$ cat src/rtl/s_cska16_sat_acc_pkg.sv
// Purpose: shared types, constants and saturation helper for the saturating frame accumulator.
// Latency: n/a (declarations only).
// Backpressure: n/a.
package s_cska16_sat_acc_pkg;

    typedef enum logic {
        ST_ACC  = 1'b0,   // accepting terms
        ST_HOLD = 1'b1    // presenting frame result
    } state_t;

    localparam logic [15:0] SAT_POS = 16'h7FFF;
    localparam logic [15:0] SAT_NEG = 16'h8000;

    typedef struct packed {
        logic [15:0] val;
        logic        sat;
    } sat_res_t;

    // Clamp a 17-bit signed sum to 16 bits. Bits 16 and 15 differ only when
    // the true result is outside the 16-bit signed range.
    function automatic sat_res_t sat16(input logic [16:0] s17);
        sat_res_t r;
        r.val = s17[15:0];
        r.sat = 1'b0;
        if (!s17[16] && s17[15]) begin
            r.val = SAT_POS;
            r.sat = 1'b1;
        end else if (s17[16] && !s17[15]) begin
            r.val = SAT_NEG;
            r.sat = 1'b1;
        end
        return r;
    endfunction

endpackage

$ cat src/rtl/f_s_cska16.sv
// Purpose: signed 16-bit carry-skip adder, 4-bit blocks, 17-bit sign-extended sum.
// Latency: combinational.
// Backpressure: none.
// Ports: a_i, b_i = 16-bit signed operands; s_o = 17-bit signed sum.
module f_s_cska16 (
    input  logic [15:0] a_i,
    input  logic [15:0] b_i,
    output logic [16:0] s_o
);

    logic [15:0] p;
    logic [15:0] g;

    assign p = a_i ^ b_i;
    assign g = a_i & b_i;

    always_comb begin : chain
        logic        c;
        logic        cin;
        logic        bp;
        logic [15:0] sum;
        c   = 1'b0;
        cin = 1'b0;
        bp  = 1'b0;
        sum = '0;
        for (int k = 0; k < 4; k++) begin
            cin = c;
            bp  = &p[k*4 +: 4];
            for (int j = 0; j < 4; j++) begin
                sum[k*4+j] = p[k*4+j] ^ c;
                c          = g[k*4+j] | (p[k*4+j] & c);
            end
            // All four bits propagate: the block carry-out equals its carry-in.
            if (bp) begin
                c = cin;
            end
        end
        // Sign bit of the 17-bit result is the sign-extended sum bit 16.
        s_o = {a_i[15] ^ b_i[15] ^ c, sum};
    end

endmodule

$ cat src/rtl/s_cska16_sat_acc.sv
// Purpose: accumulates signed 16-bit terms per frame with saturation, sticky sat flag and term count.
// Latency: out_valid rises one cycle after the in_last term handshake.
// Backpressure: in_ready low while a result is held; result held until out_ready.
// Ports: clk, rst (async active-high); in_valid/in_ready/in_data/in_last term input;
//        out_valid/out_ready/out_data/out_sat/out_count frame result output.
module s_cska16_sat_acc
    import s_cska16_sat_acc_pkg::*;
#(
    parameter int CNT_W = 8
) (
    input  logic             clk,
    input  logic             rst,
    input  logic             in_valid,
    output logic             in_ready,
    input  logic [15:0]      in_data,
    input  logic             in_last,
    output logic             out_valid,
    input  logic             out_ready,
    output logic [15:0]      out_data,
    output logic             out_sat,
    output logic [CNT_W-1:0] out_count
);

    state_t           state_q;
    logic [15:0]      acc_q;
    logic             sat_q;
    logic [CNT_W-1:0] cnt_q;

    logic [16:0]      s17;
    sat_res_t         acc_d;
    logic [CNT_W-1:0] cnt_d;

    f_s_cska16 u_add (
        .a_i (acc_q),
        .b_i (in_data),
        .s_o (s17)
    );

    assign acc_d = sat16(s17);
    // Counter sticks at all-ones instead of wrapping.
    assign cnt_d = (&cnt_q) ? cnt_q : cnt_q + 1'b1;

    always_ff @(posedge clk or posedge rst) begin
        if (rst) begin
            state_q <= ST_ACC;
            acc_q   <= '0;
            sat_q   <= 1'b0;
            cnt_q   <= '0;
        end else begin
            case (state_q)
                ST_ACC: begin
                    if (in_valid) begin
                        acc_q <= acc_d.val;
                        sat_q <= sat_q | acc_d.sat;
                        cnt_q <= cnt_d;
                        if (in_last) begin
                            state_q <= ST_HOLD;
                        end
                    end
                end
                ST_HOLD: begin
                    if (out_ready) begin
                        acc_q   <= '0;
                        sat_q   <= 1'b0;
                        cnt_q   <= '0;
                        state_q <= ST_ACC;
                    end
                end
                default: state_q <= ST_ACC;
            endcase
        end
    end

    assign in_ready  = (state_q == ST_ACC);
    assign out_valid = (state_q == ST_HOLD);
    assign out_data  = out_valid ? acc_q : '0;
    assign out_sat   = out_valid ? sat_q : 1'b0;
    assign out_count = out_valid ? cnt_q : '0;

endmodule
$ cat config.mk
export PLATFORM = sky130hd
export DESIGN_NAME = s_cska16_sat_acc
export DESIGN_NICKNAME = d
export VERILOG_FILES = /design/src/rtl/s_cska16_sat_acc_pkg.sv /design/src/rtl/f_s_cska16.sv /design/src/rtl/s_cska16_sat_acc.sv
export SDC_FILE = /design/constraint.sdc
export NUM_CORES = 1
export LEC_CHECK = 0
export ABC_AREA = 0
export CAP_MARGIN = 0
export CORE_MARGIN = 1.5
export CORE_UTILIZATION = 30
export DETAILED_ROUTE_END_ITERATION = 8
export SYNTH_ARGS = -nofsm -noshare
export SYNTH_HDL_FRONTEND = slang
export SYNTH_SLANG_ARGS = --single-unit
$ cat constraint.sdc
create_clock -name clk -period 23.1 [get_ports clk]
set_input_delay 3.465 -clock clk [delete_from_list [all_inputs] [get_ports clk]]
set_output_delay 3.465 -clock clk [all_outputs]
set_load 0.03 [all_outputs]
==> impl_metrics.json, run 1 <==
{
  "status": "finished clean",
  "powerDensity_nw_per_um2": 105,
  "num_io_pins": 48,
  "vias_per_cell": 4.76,
  "dpl.hpwl_um": 3630,
  "cap_violations": 0,
  "via_count": 1701,
  "globalRouteTotalUtil_pct": 13.3,
  "rrSetupSlack_ns": 14.60,
  "path_class": "primary input to flop",
  "min_from": "cnt_q[6]",
  "r2r_cells": 30,
  "rsz0062_at_grt": "false",
  "reg2reg_from": "acc_q[0]",
  "die-height_um": 86.1,
  "clkLatencyLatePin_ns": 0.27,
  "most-common-layout-cells": "clkdlybuf4s50_1, inv_1, o21ai_0",
  "rows": 30,
  "netlist_area_um2": 2070,
  "fillers": 686,
  "ys_seq_area_share_pct": 31.4,
  "syn-num-nets": 290,
  "max_slew_margin_pct": 30.2,
  "ys.warnings.count": 0,
  "yosysUniqueCellTypes": 33,
  "clock_path_buffers": 2,
  "die_area_um2": 7410,
  "synth-edff-count": 0,
  "die_w_um": 86.1,
  "regToRegEndpoint": "acc_q[11]",
  "antenna_found_initial": 0,
  "area_growth_pct": 28.8,
  "path_clk_slew_ns": 0.10,
  "root_buffer": "clkbuf_8",
  "drive_above_1_share_pct": 2.53,
  "slew_violations": 0,
  "nets": 334,
  "cts_tree": "built",
  "n_antenna_cell": 0,
  "wirelength_um": 4740,
  "final_common_cell": "clkdlybuf4s50_1",
  "cp_slowest_cell": "ha_1",
  "clkSinkCount": 26,
  "portBuffers": 47,
  "ant_nets": 0,
  "fin_skew_ns": 0.00273,
  "path_max_fanout": 14,
  "cts_max_level": 1,
  "cp-endpoint": "acc_q[11]",
  "cp-end-kind": "flop",
  "hold_class": "flop to flop",
  "core_um2": 6720,
  "critPathLaunchType": "primary input",
  "async_flop_share_pct": 100,
  "cts_setup_buffers": 0,
  "cts_hold_buf": 0,
  "cts_inserted_buffers": 3,
  "worstPathRequired_ns": 23.25,
  "synthCells": 234,
  "critPathLaunch": "in_data[0]",
  "total_power_w": 0.000279,
  "worst_path_most_repeated_cell": "fa_1",
  "slowest_delay_ns": 0.54,
  "grt_pass1_vias": 1643,
  "period_needed_ns": 11.74,
  "wl_per_cell_um": 13.3,
  "ctsResizeCount": 0,
  "arrival_ns": 11.89,
  "setup-violations-final": 0,
  "grt_max_degree": 27,
  "start_util_pct": 30.8,
  "worst_pin_slew_ns": 1.05,
  "grt_overflow_total": 0,
  "postLayoutCoreUtil_pct": 39.7,
  "drcViolationCount": 0,
  "fmax_mhz": 85.2,
  "drt_iter0_drc": 81,
  "gp_congestion": 0.805,
  "avgSynthCellArea_um2": 8.84,
  "fin_crit_sh_pct": 50.8,
  "leakagePower_nw": 1.20,
  "grt_pass1_wl_um": 7790,
  "hold_viol_final": 0,
  "ys.flop_type": "dfrtp_1",
  "ir_worst_vdd_mv": 0.0512,
  "ys_ff_latch": 26,
  "finalSetupTns_ns": 0,
  "drtPass1Iterations": 4
}
power breakdown:
group	internal [W]	leakage [nW]	switching (W)	total (W)
registers	0.0000627	0.333	0.0000133	0.0000759
logic	0.0000661	0.828	0.0000977	0.000164
clock network	0.0000232	0.0357	0.0000157	0.0000389
final cells by class:
cell class / instances / area (µm²) / area share [%]
flip-flops and latches: 26 / 651 / 24.4
clock inverters: 1 / 30.0 / 1.13
inverters: 39 / 146 / 5.49
repair buffers: 48 / 478 / 17.9
well taps: 80 / 100 / 3.75
multi-input cells: 160 / 1220 / 45.8
clock buffers: 3 / 41.3 / 1.55
layer usage:
metal / up-vias / GRT usage (%) / routed length [µm]
met1: 826 / 19.5 / 2340
met2: 34 / 20.9 / 2180
li1: 837 / - / -
met3: 4 / 1.35 / 159
met4: 0 / 3.52 / 52
met5: - / 0 / 0
state kept, by name, indices dropped and copies added, names as in the netlist:
name       cells
acc_q         16
cnt_q          8
out_valid      1
sat_q          1
worst min-delay path by stage:
stage                           to  slack (ns)  cells past startpoint
after floorplan              sat_q        0.46                      2
after global placement       sat_q        0.51                      2
after detailed placement  acc_q[0]        0.52                      2
after CTS                 cnt_q[6]        0.53                      1
after global routing      cnt_q[6]        0.55                      1
final                     cnt_q[6]        0.53                      1
synthesized netlist by cell type, drive strengths merged (4+ instances only):
master | count | area (µm²)
inv | 39 | 146
o21ai | 36 | 180
nor2 | 32 | 120
dfrtp | 26 | 651
ha | 20 | 250
fa | 15 | 300
and2 | 12 | 76.3
nand2 | 10 | 37.5
a21oi | 5 | 25.0
buf | 5 | 37.5
clkbuf | 4 | 15.0
kinds of logic after synthesis:
logic type,after synthesis,synth area share (%)
AOI/OAI and AO/OA,55,16.1
adders and majority gates,35,26.6
and+or+nand+nor,70,16.3
buffers and inverters,48,9.61
DFF,26,31.4
worst max-delay path: cells and delay by family:
family          cells  cell delay (ns)
fa+ha+maj          17             6.16
simple gates        2             0.23
buf+inv             5             0.72
compound gates      7             1.31
stage by stage:
stage	instance area, µm²	setup slack, ns	hold slack (ns)	instances
2_1_floorplan	2070	11.99	0.458	234
6_report	2670	11.36	0.527	357
3_5_place_dp	2590	11.03	0.517	353
3_3_place_gp	2590	11.21	0.508	353
5_1_grt	2670	10.82	0.549	357
4_1_cts	2670	11.33	0.530	357
No activity file was read; power rests on OpenSTA's default activity.
==> run 2: changes to the inputs <==
==> constraint.sdc (replaced) <==
create_clock -name clk -period 11.5 [get_ports clk]
set_input_delay 1.725 -clock clk [delete_from_list [all_inputs] [get_ports clk]]
set_output_delay 1.725 -clock clk [all_outputs]
set_load 0.03 [all_outputs]
==> run 2 against run 1 <==
Clock skew grew 0.0019 ns. Utilization shrank 0.24 points. Die area is the same. Critical path depth is the same. Sequential power grew 100%. Sequential share of layout area grew 0.15 points. Global-route usage grew 0.17 points. Non-clock buffer count is the same.
==> impl_metrics.json, run 2 (synthesis gave the netlist of run 1 again) <==
{
  "status": "finished clean",
  "path_max_fanout": 14,
  "grt_pass1_vias": 1672,
  "period_needed_ns": 10.0,
  "slowest_delay_ns": 0.54,
  "max_slew_margin_pct": 30.2,
  "clkLatencyLatePin_ns": 0.27,
  "nets": 334,
  "die_w_um": 86.1,
  "top_register": "acc_q",
  "fin_skew_ns": 0.00461,
  "r2r_cells": 30,
  "antenna_found_initial": 0,
  "cts_max_level": 1,
  "arrival_ns": 10.14,
  "setup-violations-final": 0,
  "n_antenna_cell": 0,
  "pre_cts_ws_ns": 1.16,
  "drive_above_1_share_pct": 2.53,
  "cts_inserted_buffers": 3,
  "met2WireLength_um": 2170,
  "wirelength_um": 4660,
  "drt_iter0_drc": 93,
  "final_cell_count_no_fill": 357,
  "clkSinkCount": 26,
  "grt_overflow_total": 0,
  "m1WireLength_um": 2270,
  "critPathLaunchType": "primary input",
  "placed_cells": 353,
  "setup_ws_ns": 1.50,
  "most-common-layout-cells": "clkdlybuf4s50_1, inv_1, o21ai_0",
  "root_buffer": "clkbuf_8",
  "start_util_pct": 30.8,
  "die_area_um2": 7410,
  "leakagePower_nw": 1.19,
  "cp-end-kind": "flop",
  "ir_worst_vdd_mv": 0.0732,
  "reg2reg_from": "acc_q[0]",
  "clock_path_buffers": 2,
  "path_clk_slew_ns": 0.10,
  "top_regs": "acc_q: 16 flops, cnt_q: 8 flops",
  "largest_reg_flops": 16,
  "powerDensity_nw_per_um2": 204,
  "grt_pass1_wl_um": 7910,
  "regToRegEndpoint": "acc_q[9]",
  "ant_nets": 0,
  "die-height_um": 86.1,
  "fin_crit_sh_pct": 86.9,
  "path_class": "primary input to flop",
  "cap_violations": 0,
  "globalRouteTotalUtil_pct": 13.5,
  "num_io_pins": 48,
  "postLayoutCoreUtil_pct": 39.4,
  "rrSetupSlack_ns": 3.02,
  "hold_class": "flop to flop",
  "finalSetupTns_ns": 0,
  "cp-endpoint": "acc_q[9]",
  "cts_hold_buf": 0,
  "rsz0062_at_grt": "false",
  "fmax_mhz": 100,
  "top_layer": "met4",
  "core_um2": 6720,
  "met3_length_um": 175,
  "wl_per_cell_um": 13.0,
  "rows": 30,
  "drtPass1Iterations": 4,
  "drcViolationCount": 0,
  "hold_viol_final": 0,
  "dpl.hpwl_um": 3590,
  "area_growth_pct": 28.1,
  "vias_per_cell": 4.74,
  "grt_max_degree": 27,
  "ctsResizeCount": 0,
  "critPathLaunch": "in_data[0]",
  "gp_congestion": 0.799,
  "final_common_cell": "clkdlybuf4s50_1",
  "worst_path_most_repeated_cell": "fa_1",
  "worstPathRequired_ns": 11.65,
  "portBuffers": 47,
  "worst_pin_slew_ns": 1.05,
  "via_count": 1691,
  "cp_slowest_cell": "ha_1",
  "cts_tree": "built",
  "cts_setup_buffers": 0,
  "slew_violations": 0
}
run 2: changes by cell type in the layout (fill, tap and decap cells not counted):
cell,previous run,this run
bufinv_16,1,0
clkbuf_8,3,4
run 2: stage by stage:
stage	hold slack, ns	instance area (µm²)	total power [W]
5_1_grt	0.567	2650	0.000606
6_report	0.519	2650	0.000541
3_5_place_dp	0.508	2590	0.000484
2_1_floorplan	0.458	2070	0.000387
3_3_place_gp	0.507	2590	0.000480
4_1_cts	0.529	2650	0.000549
run 2: how the worst min path moves through the flow:
stage / start / endpoint / slack (ns) / depth (start not counted)
2_1_floorplan: sat_q / sat_q / 0.46 / 2
3_3_place_gp: sat_q / sat_q / 0.51 / 2
3_5_place_dp: sat_q / sat_q / 0.51 / 2
4_1_cts: sat_q / sat_q / 0.53 / 2
5_1_grt: cnt_q[6] / cnt_q[6] / 0.57 / 1
6_report: sat_q / sat_q / 0.52 / 2
run 2: worst max-delay path: cells and delay by family:
kind                     cells  cell delay, ns
adder cells (fa/ha/maj)     17            6.15
AO/OA/AOI/OAI                7            1.30
buffers and inverters        5            0.71
AND/OR/NAND/NOR              2            0.24
run 2: power by group:
group,total (W),switching (W),internal [W]
Combinational,0.000328,0.000195,0.000132
Sequential,0.000152,0.0000262,0.000126
Clock,0.0000610,0.0000303,0.0000306
Total,0.000541,0.000252,0.000289
run 2: layer usage:
layer | GRT usage [%] | vias to the layer above
met1 | 19.2 | 811
met3 | 1.92 | 4
met2 | 21.4 | 35
li1 | - | 841
met5 | 0 | -
met4 | 3.52 | 0
run 2: final cells by class:
class | count | area (µm²)
fill | 695 | 4070
multi-input combinational | 160 | 1220
sequential | 26 | 651
timing repair buffer | 48 | 478
inverter | 39 | 146
tap | 80 | 100
clock buffer | 4 | 55.1
